$ cat src/rtl/uart_tx_framer.sv
// UART transmit framer: start bit, DATA_W data bits LSB first, optional parity, one or two stop bits.
// Optional feature: define UART_TX_BREAK_EN to add the break_req input for sending line breaks.
module uart_tx_framer #(
  parameter int DATA_W = 8
) (
  input  logic              clk,
  input  logic              rst_n,
  input  logic              baud_tick,
  input  logic [DATA_W-1:0] data_in,
  input  logic [1:0]        parity_type,
  input  logic              stop2,
  input  logic              valid,
`ifdef UART_TX_BREAK_EN
  input  logic              break_req,
`endif
  output logic              ready,
  output logic              tx,
  output logic              busy,
  output logic              done
);

  if ((DATA_W < 5) || (DATA_W > 9)) begin : g_bad_data_w
    $fatal(1, "uart_tx_framer: DATA_W=%0d is outside 5..9", DATA_W);
  end

  localparam logic [3:0] LAST_BIT = 4'(DATA_W - 1);

  typedef enum logic [3:0] {
    IDLE,
    WAIT,
    START,
    DATA,
    PARITY,
    STOP
`ifdef UART_TX_BREAK_EN
    ,
    BRK_HOLD,
    BRK_ALIGN,
    BRK_MARK
`endif
  } state_t;

  state_t            state_q, state_d;
  logic [DATA_W-1:0] shreg_q, shreg_d;
  logic [3:0]        bit_cnt_q, bit_cnt_d;
  logic              par_en_q, par_en_d;
  logic              par_bit_q, par_bit_d;
  logic              stop2_q, stop2_d;
  logic              stop_cnt_q, stop_cnt_d;
  logic              tx_q, tx_d;
  logic              ready_q, ready_d;
  logic              busy_q, busy_d;
  logic              done_q, done_d;

  // All outputs come straight from flops, so reset forces the idle line level immediately.
  always_ff @(posedge clk or negedge rst_n) begin
    if (!rst_n) begin
      state_q    <= IDLE;
      shreg_q    <= '0;
      bit_cnt_q  <= '0;
      par_en_q   <= 1'b0;
      par_bit_q  <= 1'b0;
      stop2_q    <= 1'b0;
      stop_cnt_q <= 1'b0;
      tx_q       <= 1'b1;
      ready_q    <= 1'b1;
      busy_q     <= 1'b0;
      done_q     <= 1'b0;
    end else begin
      state_q    <= state_d;
      shreg_q    <= shreg_d;
      bit_cnt_q  <= bit_cnt_d;
      par_en_q   <= par_en_d;
      par_bit_q  <= par_bit_d;
      stop2_q    <= stop2_d;
      stop_cnt_q <= stop_cnt_d;
      tx_q       <= tx_d;
      ready_q    <= ready_d;
      busy_q     <= busy_d;
      done_q     <= done_d;
    end
  end

  always_comb begin
    state_d    = state_q;
    shreg_d    = shreg_q;
    bit_cnt_d  = bit_cnt_q;
    par_en_d   = par_en_q;
    par_bit_d  = par_bit_q;
    stop2_d    = stop2_q;
    stop_cnt_d = stop_cnt_q;
    tx_d       = tx_q;
    ready_d    = ready_q;
    busy_d     = busy_q;
    done_d     = 1'b0;

    unique case (state_q)
      // Ticks are ignored here; the frame aligns to the first tick seen in WAIT.
      IDLE: begin
`ifdef UART_TX_BREAK_EN
        if (break_req) begin
          state_d = BRK_HOLD;
          ready_d = 1'b0;
          busy_d  = 1'b1;
          tx_d    = 1'b0;
        end else
`endif
        if (valid && ready_q) begin
          state_d   = WAIT;
          shreg_d   = data_in;
          par_en_d  = (parity_type == 2'b01) || (parity_type == 2'b10);
          par_bit_d = (^data_in) ^ (parity_type == 2'b01);
          stop2_d   = stop2;
          ready_d   = 1'b0;
          busy_d    = 1'b1;
        end
      end
      WAIT: begin
        if (baud_tick) begin
          state_d = START;
          tx_d    = 1'b0;
        end
      end
      START: begin
        if (baud_tick) begin
          state_d   = DATA;
          tx_d      = shreg_q[0];
          shreg_d   = shreg_q >> 1;
          bit_cnt_d = '0;
        end
      end
      DATA: begin
        if (baud_tick) begin
          if (bit_cnt_q == LAST_BIT) begin
            stop_cnt_d = 1'b0;
            if (par_en_q) begin
              state_d = PARITY;
              tx_d    = par_bit_q;
            end else begin
              state_d = STOP;
              tx_d    = 1'b1;
            end
          end else begin
            bit_cnt_d = bit_cnt_q + 4'd1;
            tx_d      = shreg_q[0];
            shreg_d   = shreg_q >> 1;
          end
        end
      end
      PARITY: begin
        if (baud_tick) begin
          state_d    = STOP;
          tx_d       = 1'b1;
          stop_cnt_d = 1'b0;
        end
      end
      STOP: begin
        if (baud_tick) begin
          if (stop_cnt_q == stop2_q) begin
            state_d = IDLE;
            ready_d = 1'b1;
            busy_d  = 1'b0;
            done_d  = 1'b1;
          end else begin
            stop_cnt_d = 1'b1;
          end
        end
      end
`ifdef UART_TX_BREAK_EN
      // After a break the line idles high for one complete tick interval before new frames.
      BRK_HOLD: begin
        if (!break_req) begin
          state_d = BRK_ALIGN;
          tx_d    = 1'b1;
        end
      end
      BRK_ALIGN: begin
        if (baud_tick) begin
          state_d = BRK_MARK;
        end
      end
      BRK_MARK: begin
        if (baud_tick) begin
          state_d = IDLE;
          ready_d = 1'b1;
          busy_d  = 1'b0;
        end
      end
`endif
      default: begin
        state_d = IDLE;
        tx_d    = 1'b1;
        ready_d = 1'b1;
        busy_d  = 1'b0;
      end
    endcase
  end

  assign tx    = tx_q;
  assign ready = ready_q;
  assign busy  = busy_q;
  assign done  = done_q;

endmodule

$ cat config.mk
export PLATFORM = sky130hd
export DESIGN_NAME = uart_tx_framer
export DESIGN_NICKNAME = d
export VERILOG_FILES = /design/src/rtl/uart_tx_framer.sv
export SDC_FILE = /design/constraint.sdc
export NUM_CORES = 1
export LEC_CHECK = 0
export BUFFER_PORTS_ARGS = -buffer_cell sky130_fd_sc_hd__buf_2
export CORE_UTILIZATION = 40
export CTS_CLUSTER_DIAMETER = 50
export DETAILED_ROUTE_END_ITERATION = 10
export GPL_TIMING_DRIVEN = 0
export HOLD_SLACK_MARGIN = 0.12
export PLACE_DENSITY = 0.63
export SLEW_MARGIN = 25
export SYNTH_ARGS = -nofsm -noshare
export SYNTH_HDL_FRONTEND = slang
export SYNTH_SLANG_ARGS = --single-unit
$ cat constraint.sdc
create_clock -name clk -period 3.3 [get_ports clk]
set_clock_uncertainty 0.1 [all_clocks]
set_input_delay 0.495 -clock clk [delete_from_list [all_inputs] [get_ports clk]]
set_output_delay 0.495 -clock clk [all_outputs]
set_load 0.005 [all_outputs]
==> flow_metrics.py <==
metrics = {
    "floorplan": {
        "ios": 19,
        "die_w_um": 60.15,
        "start_util": 0.4324,
        "coreArea_um2": 3128,
        "die_y_um": 60.15,
        "rows": 20,
        "die_area_um2": 3618,
    },
    "run_status": {
        "status": "finished, final reports clean",
    },
    "synthesis": {
        "yosysMostFrequentCell": "nand2_1",
        "synthTopCellsByArea": "dfrtp_1 (39%), nand2_1 (7.5%), mux2_1 (5.8%), dfstp_2 (3.9%), xnor2_1 (3.9%)",
        "syn_inst": 143,
        "ys_types": 40,
        "yosysSeqAreaShare": 0.4274,
        "yosysTopAreaCell": "dfrtp_1",
        "synth_edf_count": 0,
        "ys_ff_latch": 23,
        "synth_area_um2": 1353,
        "avgSynthCellArea_um2": 9.458,
        "synth_warnings": 0,
        "async_flop_share": 1.000,
        "synth_flop_cell": "dfrtp_1",
        "syn-num-nets": 160,
        "synth.top_cell.area_share": 0.3885,
        "netlist_top_cells_count": "nand2_1 (27), dfrtp_1 (21), o21ai_0 (9)",
    },
    "drt": {
        "ant_nets": 0,
        "wl_per_cell_um": 12.94,
        "drt_wl_total_um": 2718,
        "via_count": 1113,
        "drtPass1Iterations": 4,
        "drc": 0,
        "drt_iter0_drc": 43,
        "viasPerCell": 5.300,
    },
    "clock_network": {
        "cts.clk_slew.worst_paths_ps": 140,
        "clock_sinks": 23,
        "postCtsSetupRepairBufs": 0,
        "htree_levels": 1,
        "cts_buffers": 3,
        "clkLatencyLatePin_ps": 310,
        "root_buffer": "clkbuf_4",
        "clock_path_buffers": 2,
        "post_cts_resized": 0,
        "cts_tree": "yes",
    },
    "setup_path": {
        "rr_worst_depth": 5,
        "start_kind": "flip-flop",
        "worst_path_max_delay_cell": "dfrtp_1",
        "crit_type": "flip-flop to flip-flop",
        "worstPathRequired_ps": 3420,
        "crit_arrival_ps": 2170,
        "crit_path_cell_trace": "ha_1 > nand3b_1 > a31o_1 > or3_4 > a221o_1",
        "crit_fanout": 5,
        "end_kind": "flip-flop",
        "max_stage_delay_ps": 440,
    },
    "power": {
        "vdd_drop_max_uv": 369.9,
        "power_uw": 1323,
        "p_leak_uw": 0.0007200,
        "p_per_area_nw_per_um2": 861.7,
    },
    "finish": {
        "largest_register_ffs": 8,
        "regMostFlops": "shreg_q",
        "nets": 184,
        "design_area_um2": 1535,
        "top_regs": "shreg_q: 8 flops, bit_cnt_q: 4 flops, state_q: 3 flops",
        "antenna_cells": 0,
        "syn_to_final_growth_pct": 13.51,
        "drive_above_1_share": 0.2108,
        "fillerInstances": 298,
    },
    "timing": {
        "setup_viol": 0,
        "worstMarginPinSlew_ps": 520.1,
        "max_freq_mhz": 487.6,
        "slew_viol_final": 0,
        "rsz0062_at_grt": "false",
        "finalCritPeriodShare": 0.6215,
        "finalHoldViolations": 0,
        "timing.setup.tns_ps": 0,
        "fin_crit_ps": 2051,
        "slew_headroom": 0.6533,
    },
    "min_path": {
        "hold_class": "input port to flip-flop",
        "worstHoldPathCells": 2,
    },
    "placement": {
        "place_area_um2": 1498,
        "portBuffers": 18,
        "globalplace.congestion": 0.8216,
        "dp_hpwl_um": 2028,
    },
    "global_route": {
        "globalRouteOverflowTotal": 0,
        "grt_start_max_net_pins": 24,
        "grt_antenna_before_repair": 0,
        "grt_pass1_wl_um": 4581,
        "grt_use_total": 0.1717,
        "grt_pass1_vias": 1014,
    },
    "run": {
        "max_cap_violations": 0,
    },
}
## final cells by class
| cell class | instances | area (um^2) | area share |
|---|---|---|---|
| multi-input combinational | 106 | 709.4 | 0.4621 |
| sequential | 23 | 578.1 | 0.3765 |
| timing repair buffer | 19 | 100.1 | 0.06520 |
| tap | 44 | 55.05 | 0.03586 |
| buffer | 7 | 38.79 | 0.02526 |
| inverter | 7 | 26.28 | 0.01711 |
| clock buffer | 3 | 22.52 | 0.01467 |
| clock inverter | 1 | 5.005 | 0.003260 |
## routing by layer
layer  vias to the layer above  wire length [um]  global-route usage
li1                        552                 -                   -
met5                         -                 0                   0
met1                       536              1233              0.2087
met4                         0                17             0.02990
met2                        23              1350              0.3030
met3                         2               117             0.04762
## stage by stage
stage,setup slack [ps],hold WS [ps],instances,utilization
after CTS,1261,295.3,210,0.4908
after global placement,1245,375.8,205,0.4788
after detailed placement,1202,384.3,205,0.4788
after floorplan,1454,99.41,143,-
after global routing,1169,278.9,210,0.4908
final,1249,311.6,210,0.4908
## placed cells by master, fill, tap and decap left out, types with 2 or more instances in the layout
master	count
a31oi_1	6
ha_1	2
inv_1	7
mux2_2	2
a21oi_1	7
dfrtp_1	21
buf_2	22
nand2_1	27
mux2_1	7
a22o_1	2
mux2i_1	3
or3_1	2
nor2_1	4
nor3_1	2
nand2b_1	3
xnor2_1	6
clkbuf_4	3
dfstp_2	2
nand3b_1	3
nand3_1	4
o21ai_0	9
## critical path: cells and delay by family (launching register included)
family | cells | cell delay (ps)
AOI/OAI and AO/OA | 2 | 580
adders and majority gates | 1 | 260
DFF | 1 | 440
and+or+nand+nor | 2 | 580
## where the power goes
part	internal (uW)	total (uW)	switching (uW)
clock	45.3	135	90.0
combinational	315	662	347
sequential	419	526	106
## worst paths after layout
check / from / endpoint / slack, ps
worst max-delay path: bit_cnt_q[0] / state_q[1] / 1250
worst min-delay path: stop2 / stop2_q / 310
worst max register to register: bit_cnt_q[0] / state_q[1] / 1250
worst min register to register: ready / ready / 410
max in group asynchronous: rst_n / tx / 2160
min in group asynchronous: rst_n / busy / 560
## kinds of logic (layout without fill, tap and decap cells)
| family | after synthesis | after routing | share of synthesized area |
|---|---|---|---|
| AND/OR/NAND/NOR | 52 | 52 | 0.1952 |
| multiplexers | 12 | 12 | 0.09714 |
| XOR/XNOR | 8 | 8 | 0.06198 |
| AO/OA/AOI/OAI | 32 | 32 | 0.1517 |
| adder cells (fa/ha/maj) | 2 | 2 | 0.01850 |
| flip-flops | 23 | 23 | 0.4274 |
| buffers and inverters | 14 | 37 | 0.04810 |
## timing repair
action,in CTS,in global routing
hold buffers,1,0
hold endpoints to repair,21,0
endpoints found under the setup margin,0,0
No activity file was read; power rests on OpenSTA's default activity.
